### src/rtl/pseudo_spi_rx_pkg.sv
// rtl/pseudo_spi_rx_pkg.sv - shared parameters and state encoding for the pseudo-SPI receiver
package pseudo_spi_rx_pkg;

    localparam int DATA_W_DEF   = 8;
    localparam int ADDR_W_DEF   = 9;
    localparam int LEN_W_DEF    = 8;
    localparam int SLOT_CYC_DEF = 5;

    typedef enum logic [2:0] {
        ST_IDLE  = 3'd0,
        ST_SETUP = 3'd1,
        ST_SHIFT = 3'd2,
        ST_WRITE = 3'd3,
        ST_DONE  = 3'd4
    } rx_state_t;

endpackage

### src/rtl/pseudo_spi_rx_if.sv
// rtl/pseudo_spi_rx_if.sv - SRAM write port driven by the pseudo-SPI receiver
interface pseudo_spi_rx_if
    import pseudo_spi_rx_pkg::*;
#(
    parameter int ADDR_W = ADDR_W_DEF,
    parameter int DATA_W = DATA_W_DEF
);

    logic [ADDR_W-1:0] A;
    logic [DATA_W-1:0] PO;
    logic              CEN;
    logic              D_WE;

    modport master (output A, output PO, output CEN, output D_WE);
    modport slave  (input  A, input  PO, input  CEN, input  D_WE);

endinterface

### src/rtl/pseudo_spi_rx_phase_gen.sv
// rtl/pseudo_spi_rx_phase_gen.sv - slot phase counter with SCLK1/SCLK2 decode
module pseudo_spi_rx_phase_gen
    import pseudo_spi_rx_pkg::*;
#(
    parameter int SLOT_CYC = SLOT_CYC_DEF
) (
    input  logic clk,
    input  logic rst,
    input  logic en,
    output logic slot_end,
    output logic sclk1,
    output logic sclk2
);

    localparam int PH_W = $clog2(SLOT_CYC);

    logic [PH_W-1:0] ph;

    // Counter parks at the top of the slot while disabled so each slot starts aligned.
    always_ff @(posedge clk) begin
        if (rst || !en || ph == '0) begin
            ph <= PH_W'(SLOT_CYC - 1);
        end else begin
            ph <= ph - PH_W'(1);
        end
    end

    assign slot_end = en && (ph == '0);
    assign sclk1    = en && (ph == PH_W'(3));
    assign sclk2    = en && (ph == PH_W'(1));

endmodule

### src/rtl/pseudo_spi_rx.sv
// rtl/pseudo_spi_rx.sv - pseudo-SPI receiver: shift clocks, LSB-first capture, SRAM word writes
module pseudo_spi_rx
    import pseudo_spi_rx_pkg::*;
#(
    parameter int DATA_W   = DATA_W_DEF,
    parameter int ADDR_W   = ADDR_W_DEF,
    parameter int LEN_W    = LEN_W_DEF,
    parameter int SLOT_CYC = SLOT_CYC_DEF
) (
    input  logic              CLK,
    input  logic              RST,
    input  logic              BGN,
    input  logic [ADDR_W-1:0] ADDR_BGN,
    input  logic [LEN_W-1:0]  DATA_LEN,
    input  logic              SPI_SI,
    output logic              SCLK1,
    output logic              SCLK2,
    output logic              SEL,
    pseudo_spi_rx_if.master   sram,
    output logic              spi_busy,
    output logic              spi_is_done
);

    localparam int BIT_W = $clog2(DATA_W + 1);
    localparam logic [BIT_W-1:0] LAST_BIT = BIT_W'(DATA_W - 1);

    rx_state_t         state, state_nx;
    logic [ADDR_W-1:0] addr_q;
    logic [LEN_W-1:0]  cnt_q;
    logic [DATA_W-1:0] shreg;
    logic [BIT_W-1:0]  bit_cnt;

    logic abort, phase_en, slot_end, ph_sclk1, ph_sclk2;
    logic sclk1_nx, sclk2_nx, sel_nx, cen_nx, we_nx, busy_nx, done_nx;

    assign abort    = (state != ST_IDLE) && !BGN;
    assign phase_en = !abort && (state == ST_SETUP || state == ST_SHIFT);

    pseudo_spi_rx_phase_gen #(
        .SLOT_CYC (SLOT_CYC)
    ) u_phase (
        .clk      (CLK),
        .rst      (RST),
        .en       (phase_en),
        .slot_end (slot_end),
        .sclk1    (ph_sclk1),
        .sclk2    (ph_sclk2)
    );

    // Outputs are decoded from the current state and registered, so pins lag the state by one cycle.
    always_comb begin
        state_nx = state;
        sclk1_nx = 1'b0;
        sclk2_nx = 1'b0;
        sel_nx   = 1'b0;
        cen_nx   = 1'b1;
        we_nx    = 1'b1;
        busy_nx  = 1'b0;
        done_nx  = 1'b0;
        if (abort) begin
            state_nx = ST_IDLE;
        end else begin
            case (state)
                ST_IDLE: begin
                    if (BGN) begin
                        state_nx = (DATA_LEN == '0) ? ST_DONE : ST_SETUP;
                    end
                end
                ST_SETUP: begin
                    sel_nx  = 1'b1;
                    busy_nx = 1'b1;
                    if (slot_end) begin
                        state_nx = ST_SHIFT;
                    end
                end
                ST_SHIFT: begin
                    sel_nx   = 1'b1;
                    busy_nx  = 1'b1;
                    sclk1_nx = ph_sclk1;
                    sclk2_nx = ph_sclk2;
                    if (slot_end && bit_cnt == LAST_BIT) begin
                        state_nx = ST_WRITE;
                    end
                end
                ST_WRITE: begin
                    sel_nx   = 1'b1;
                    busy_nx  = 1'b1;
                    cen_nx   = 1'b0;
                    we_nx    = 1'b0;
                    state_nx = (cnt_q == LEN_W'(1)) ? ST_DONE : ST_SHIFT;
                end
                ST_DONE: begin
                    done_nx = 1'b1;
                end
                default: begin
                    state_nx = ST_IDLE;
                end
            endcase
        end
    end

    always_ff @(posedge CLK) begin
        if (RST) begin
            state       <= ST_IDLE;
            SCLK1       <= 1'b0;
            SCLK2       <= 1'b0;
            SEL         <= 1'b0;
            sram.A      <= '0;
            sram.PO     <= '0;
            sram.CEN    <= 1'b1;
            sram.D_WE   <= 1'b1;
            spi_busy    <= 1'b0;
            spi_is_done <= 1'b0;
            addr_q      <= '0;
            cnt_q       <= '0;
            shreg       <= '0;
            bit_cnt     <= '0;
        end else begin
            state       <= state_nx;
            SCLK1       <= sclk1_nx;
            SCLK2       <= sclk2_nx;
            SEL         <= sel_nx;
            sram.CEN    <= cen_nx;
            sram.D_WE   <= we_nx;
            spi_busy    <= busy_nx;
            spi_is_done <= done_nx;
            case (state)
                ST_IDLE: begin
                    if (BGN) begin
                        addr_q  <= ADDR_BGN;
                        cnt_q   <= DATA_LEN;
                        shreg   <= '0;
                        bit_cnt <= '0;
                    end
                end
                ST_SHIFT: begin
                    if (slot_end) begin
                        shreg   <= {SPI_SI, shreg[DATA_W-1:1]};
                        bit_cnt <= (bit_cnt == LAST_BIT) ? '0 : bit_cnt + BIT_W'(1);
                    end
                end
                ST_WRITE: begin
                    if (!abort) begin
                        sram.A  <= addr_q;
                        sram.PO <= shreg;
                        addr_q  <= addr_q + ADDR_W'(1);
                        cnt_q   <= cnt_q - LEN_W'(1);
                        shreg   <= '0;
                    end
                end
                default: begin
                end
            endcase
        end
    end

endmodule
### src/flat_wrapper.sv
// flat-port wrapper written by rule: the top's interface ports become plain ports
module pseudo_spi_rx_flat import pseudo_spi_rx_pkg::*;
#(
    parameter int DATA_W   = DATA_W_DEF,
    parameter int ADDR_W   = ADDR_W_DEF,
    parameter int LEN_W    = LEN_W_DEF,
    parameter int SLOT_CYC = SLOT_CYC_DEF
)
  (CLK, RST, BGN, ADDR_BGN, DATA_LEN, SPI_SI, SCLK1, SCLK2, SEL, spi_busy, spi_is_done, sram_A, sram_PO, sram_CEN, sram_D_WE);
  pseudo_spi_rx_if #(.ADDR_W(ADDR_W), .DATA_W(DATA_W)) sram_i ();
  input  logic CLK;
  input  logic RST;
  input  logic BGN;
  input  logic [ADDR_W-1:0] ADDR_BGN;
  input  logic [LEN_W-1:0] DATA_LEN;
  input  logic SPI_SI;
  output logic SCLK1;
  output logic SCLK2;
  output logic SEL;
  output logic spi_busy;
  output logic spi_is_done;
  output wire logic [$bits(sram_i.A)-1:0] sram_A;
  output wire logic [$bits(sram_i.PO)-1:0] sram_PO;
  output wire logic [$bits(sram_i.CEN)-1:0] sram_CEN;
  output wire logic [$bits(sram_i.D_WE)-1:0] sram_D_WE;
  assign sram_A = sram_i.A;
  assign sram_PO = sram_i.PO;
  assign sram_CEN = sram_i.CEN;
  assign sram_D_WE = sram_i.D_WE;
  pseudo_spi_rx #(.DATA_W(DATA_W), .ADDR_W(ADDR_W), .LEN_W(LEN_W), .SLOT_CYC(SLOT_CYC)) u_core (.CLK(CLK), .RST(RST), .BGN(BGN), .ADDR_BGN(ADDR_BGN), .DATA_LEN(DATA_LEN), .SPI_SI(SPI_SI), .SCLK1(SCLK1), .SCLK2(SCLK2), .SEL(SEL), .sram(sram_i), .spi_busy(spi_busy), .spi_is_done(spi_is_done));
endmodule
### config.mk
export PLATFORM = sky130hd
export DESIGN_NAME = pseudo_spi_rx_flat
export DESIGN_NICKNAME = d
export VERILOG_FILES = /design/src/rtl/pseudo_spi_rx_pkg.sv /design/src/rtl/pseudo_spi_rx_if.sv /design/src/rtl/pseudo_spi_rx_phase_gen.sv /design/src/rtl/pseudo_spi_rx.sv /design/src/flat_wrapper.sv
export SDC_FILE = /design/constraint.sdc
export NUM_CORES = 1
export LEC_CHECK = 0
export CAP_MARGIN = 25
export CORE_UTILIZATION = 50
export CTS_BUF_LIST = sky130_fd_sc_hd__clkbuf_4
export DETAILED_ROUTE_END_ITERATION = 6
export GPL_TIMING_DRIVEN = 0
export PLACE_DENSITY = 0.88
export SYNTH_ARGS = -nofsm -noshare
export SYNTH_HDL_FRONTEND = slang
export SYNTH_SLANG_ARGS = --single-unit
### constraint.sdc
create_clock -name CLK -period 1.9 [get_ports CLK]
set_clock_uncertainty 0.15 [all_clocks]
set_input_delay 0.285 -clock CLK [delete_from_list [all_inputs] [get_ports CLK]]
set_output_delay 0.285 -clock CLK [all_outputs]
set_load 0.005 [all_outputs]
==> run summary <==
Clock slew seen by the registers of the worst setup and hold paths = 0.10 ns
Vias per inst = 5.786
Post-Layout Cell Count = 471
Drt pass-1 iters = 5
Hold-fix buffers, CTS = 0
CTS tree = done
Largest family of logic cells by synthesized area = simple AND/OR/NAND/NOR gates
Worst min path class = in2reg
Ys Warns = 0
CTS Sinks = 57
Placed Cells = 448
GRT Util Overall = 0.2532
Synth top area share = 0.4236
Starting Density = 0.5241
CP endpoint = u_core.addr_q[8]$_SDFFE_PP0P_
FFs w/ async S/R, synth = 0
Reg-to-Reg Start = u_core.state[1]$_SDFFE_PP0P_
Synth Area in Compound Gates = 0.2025
Final Hold Vio Count = 0
Setup crit start = u_core.state[1]$_SDFFE_PP0P_
Max_cap viols = 0
Simple-gate portion of the synthesized area = 0.2768
Adder-cell area share of the yosys netlist = 0.03716
DRT iter0 DRCs = 187
Slowest cell on the critical path = or3b_1
Post-synthesis mux area share = 0.003716
Fmax = 543.8 MHz
Worst-Skew Late Latency = 0.41 ns
Initial antenna violation count = 0
Die area = 5685 µm²
I/O Pins = 45
Die Ht = 75.40 µm
Area Overhead vs Synth = 28.98%
Top cell by count, worst path = buf_2
Syn_area_per_cell = 8.041 µm²
Filler Cells Inserted = 430
Max-slew violation count = 0
Clk root buf = clkbuf_4
Critical path's largest stage delay = 0.36 ns
Pwr Density = 829.8 nW/µm²
Port buffer count = 43
CTS H-tree depth = 3
Tmin final = 1.839 ns
DRC viols = 0
Count leader, synth = dfxtp_1
First-pass GRT wire length = 10.81 mm
Worst R2R Path Depth = 6
Slew @ Worst Pin = 0.5550 ns
ANT nets after route = 0
Part of the cycle the worst path needs = 0.9679
FP Rows = 26
Final HPWL DP = 4.665 mm
Final #Nets = 425
Mapped Cells = 335
Core area = 5140 µm²
Critical path arrival = 2.03 ns
Seq/Total Area, Yosys = 0.4236
Worst R2R Setup Slack = 0.06 ns
Worst reg2reg endpoint = u_core.addr_q[8]$_SDFFE_PP0P_
Crit-path cells = buf_2, buf_2, or3b_1, a21oi_1, o311ai_0, a31oi_1
Top post-synthesis cells by area = dfxtp_1, a21oi_1, nand2_1
Die Wd = 75.40 µm
Crit path max fanout = 10
Critical Path End Type = flip-flop
Syn Nets = 364
Via count = 2725
Total gr overflow = 0
Yosys top cell by area = dfxtp_1
Worst vdd ir = 0.5829 mV
Cts bufs inserted = 9
LEAKAGE = 1.231 nW
Largest net degree at the start of global routing = 11
Fin util = 0.6760
Synth Area in XOR/XNOR = 0.003251
Cell variety after synth = 46
Ant. Diodes = 0
Unrepaired setup endpoints after global routing = true
Routability cong. = 0.9049
Vias in the first global route = 2455
Critical path class = reg2reg
Share of cells above drive strength 1 = 0.1322
Post-synth top flop = dfxtp_1
CTS max path bufs = 2
Aggregate routed wire length = 6.662 mm
Status = finished clean
CP required = 2.09 ns
Synth Cell Area = 2694 µm²
EDFF count, synth = 0
Wire per inst = 14.14 µm
CP startpoint kind = flip-flop
Final setup vio count = 0
Seq cells post-synth = 57
Synth cell count leaders = dfxtp_1, nand2_1, a21oi_1, nor2_1, o21ai_0
Rel. slew slack = 0.6300
[how the worst min path moves through the flow]
stage / startpoint / end / slack, ns / cells after the start
after floorplan: u_core.shreg[0]$_SDFFE_PP0P_ / u_core.sram.PO[0]$_SDFFE_PP0P_ / 0.28 / 2
final: BGN / u_core.state[1]$_SDFFE_PP0P_ / 0.15 / 3
after global placement: u_core.sram.A[7]$_SDFFE_PP0P_ / u_core.sram.A[7]$_SDFFE_PP0P_ / 0.29 / 2
after CTS: RST / u_core.u_phase.ph[2]$_SDFF_PP1_ / 0.14 / 2
after detailed placement: u_core.shreg[0]$_SDFFE_PP0P_ / u_core.sram.PO[0]$_SDFFE_PP0P_ / 0.30 / 2
after global routing: BGN / u_core.state[1]$_SDFFE_PP0P_ / 0.16 / 3
[report_power, final]
part	switching, mW	internal (mW)
Sequential	0.0842	1.27
Clock	0.464	0.406
Combinational	0.368	0.290
Total	0.916	1.97
[area by class of cell]
| type | instances | area (µm²) | area share |
|---|---|---|---|
| well taps | 70 | 87.58 | 0.02521 |
| clock inverters | 6 | 58.81 | 0.01692 |
| flip-flops and latches | 57 | 1142 | 0.3288 |
| repair buffers | 50 | 485.5 | 0.1397 |
| clock buffers | 10 | 75.07 | 0.02161 |
| inverters | 8 | 30.03 | 0.008642 |
| multi-input cells | 247 | 1470 | 0.4231 |
| plain buffers | 23 | 125.1 | 0.03601 |
[critical path: cells and delay by family, from the launching register on]
family                 cells  cell delay (ns)
AO/OA/AOI/OAI              3             0.59
buffers and inverters      2             0.36
AND/OR/NAND/NOR            1             0.36
flip-flops                 1             0.31
[routing by layer]
layer	wire length (µm)	GRT usage	up-vias
met3	456	0.06746	28
met4	210	0.1461	0
met2	3230	0.4167	109
li1	-	-	1316
met5	0	0	-
met1	2765	0.2988	1272
[placed cells by master, fill, tap and decap left out, drive strengths merged, types with 3 or more instances in the layout]
master,Yosys,routed
a31oi,5,5
inv,8,8
clkinv,0,3
buf,12,19
a211oi,3,3
dfxtp,57,57
clkdlybuf4s50,0,42
nor2b,3,3
nand2,51,51
ha,8,8
o32ai,3,3
o211ai,3,3
nor3b,4,4
nor4,4,4
a22oi,9,9
o21ai,19,19
nor2,23,23
or3b,4,4
nand3b,3,3
and2,9,9
nand2b,6,6
nor3,10,10
or4,4,4
nand3,11,11
a21oi,41,41
clkbuf,11,21
[repair_timing]
item                                    4_1_cts  5_1_grt
endpoints found under the setup margin       24       40
resized for setup                             8       20
pin swaps                                     1        4
buffers inserted                              4        3
[stage by stage]
stage	setup slack (ns)	area [µm²]	power (mW)	hold slack, ns	setup TNS, ns
global placement	-0.4715	3212	1.922	0.2939	-11.73
CTS	0.01098	3403	2.834	0.1430	0
floorplan	0.07430	2694	1.760	0.2815	0
finish	0.06102	3475	2.883	0.1544	0
global route	-0.02255	3475	3.018	0.1643	-0.02337
detailed placement	-0.5210	3212	1.942	0.2985	-12.79
[kinds of logic after synthesis]
family | count (synthesis)
and+or+nand+nor | 145
buffers and inverters | 31
AOI/OAI and AO/OA | 92
xor gates and xnor gates | 1
DFF | 57
muxes | 1
adders and majority gates | 8
[registers in the layout (all words and copies together) (netlist names)]
signal,cells
u_core.addr_q,9
u_core.shreg,8
u_core.state,3
u_core.SCLK2,1
u_core.SEL,1
u_core.sram.CEN,1
u_core.spi_is_done,1
u_core.bit_cnt,4
u_core.u_phase.ph,3
u_core.cnt_q,8
u_core.sram.A,9
u_core.SCLK1,1
u_core.sram.PO,8
Note: power is estimated with default switching activity, not from simulation.
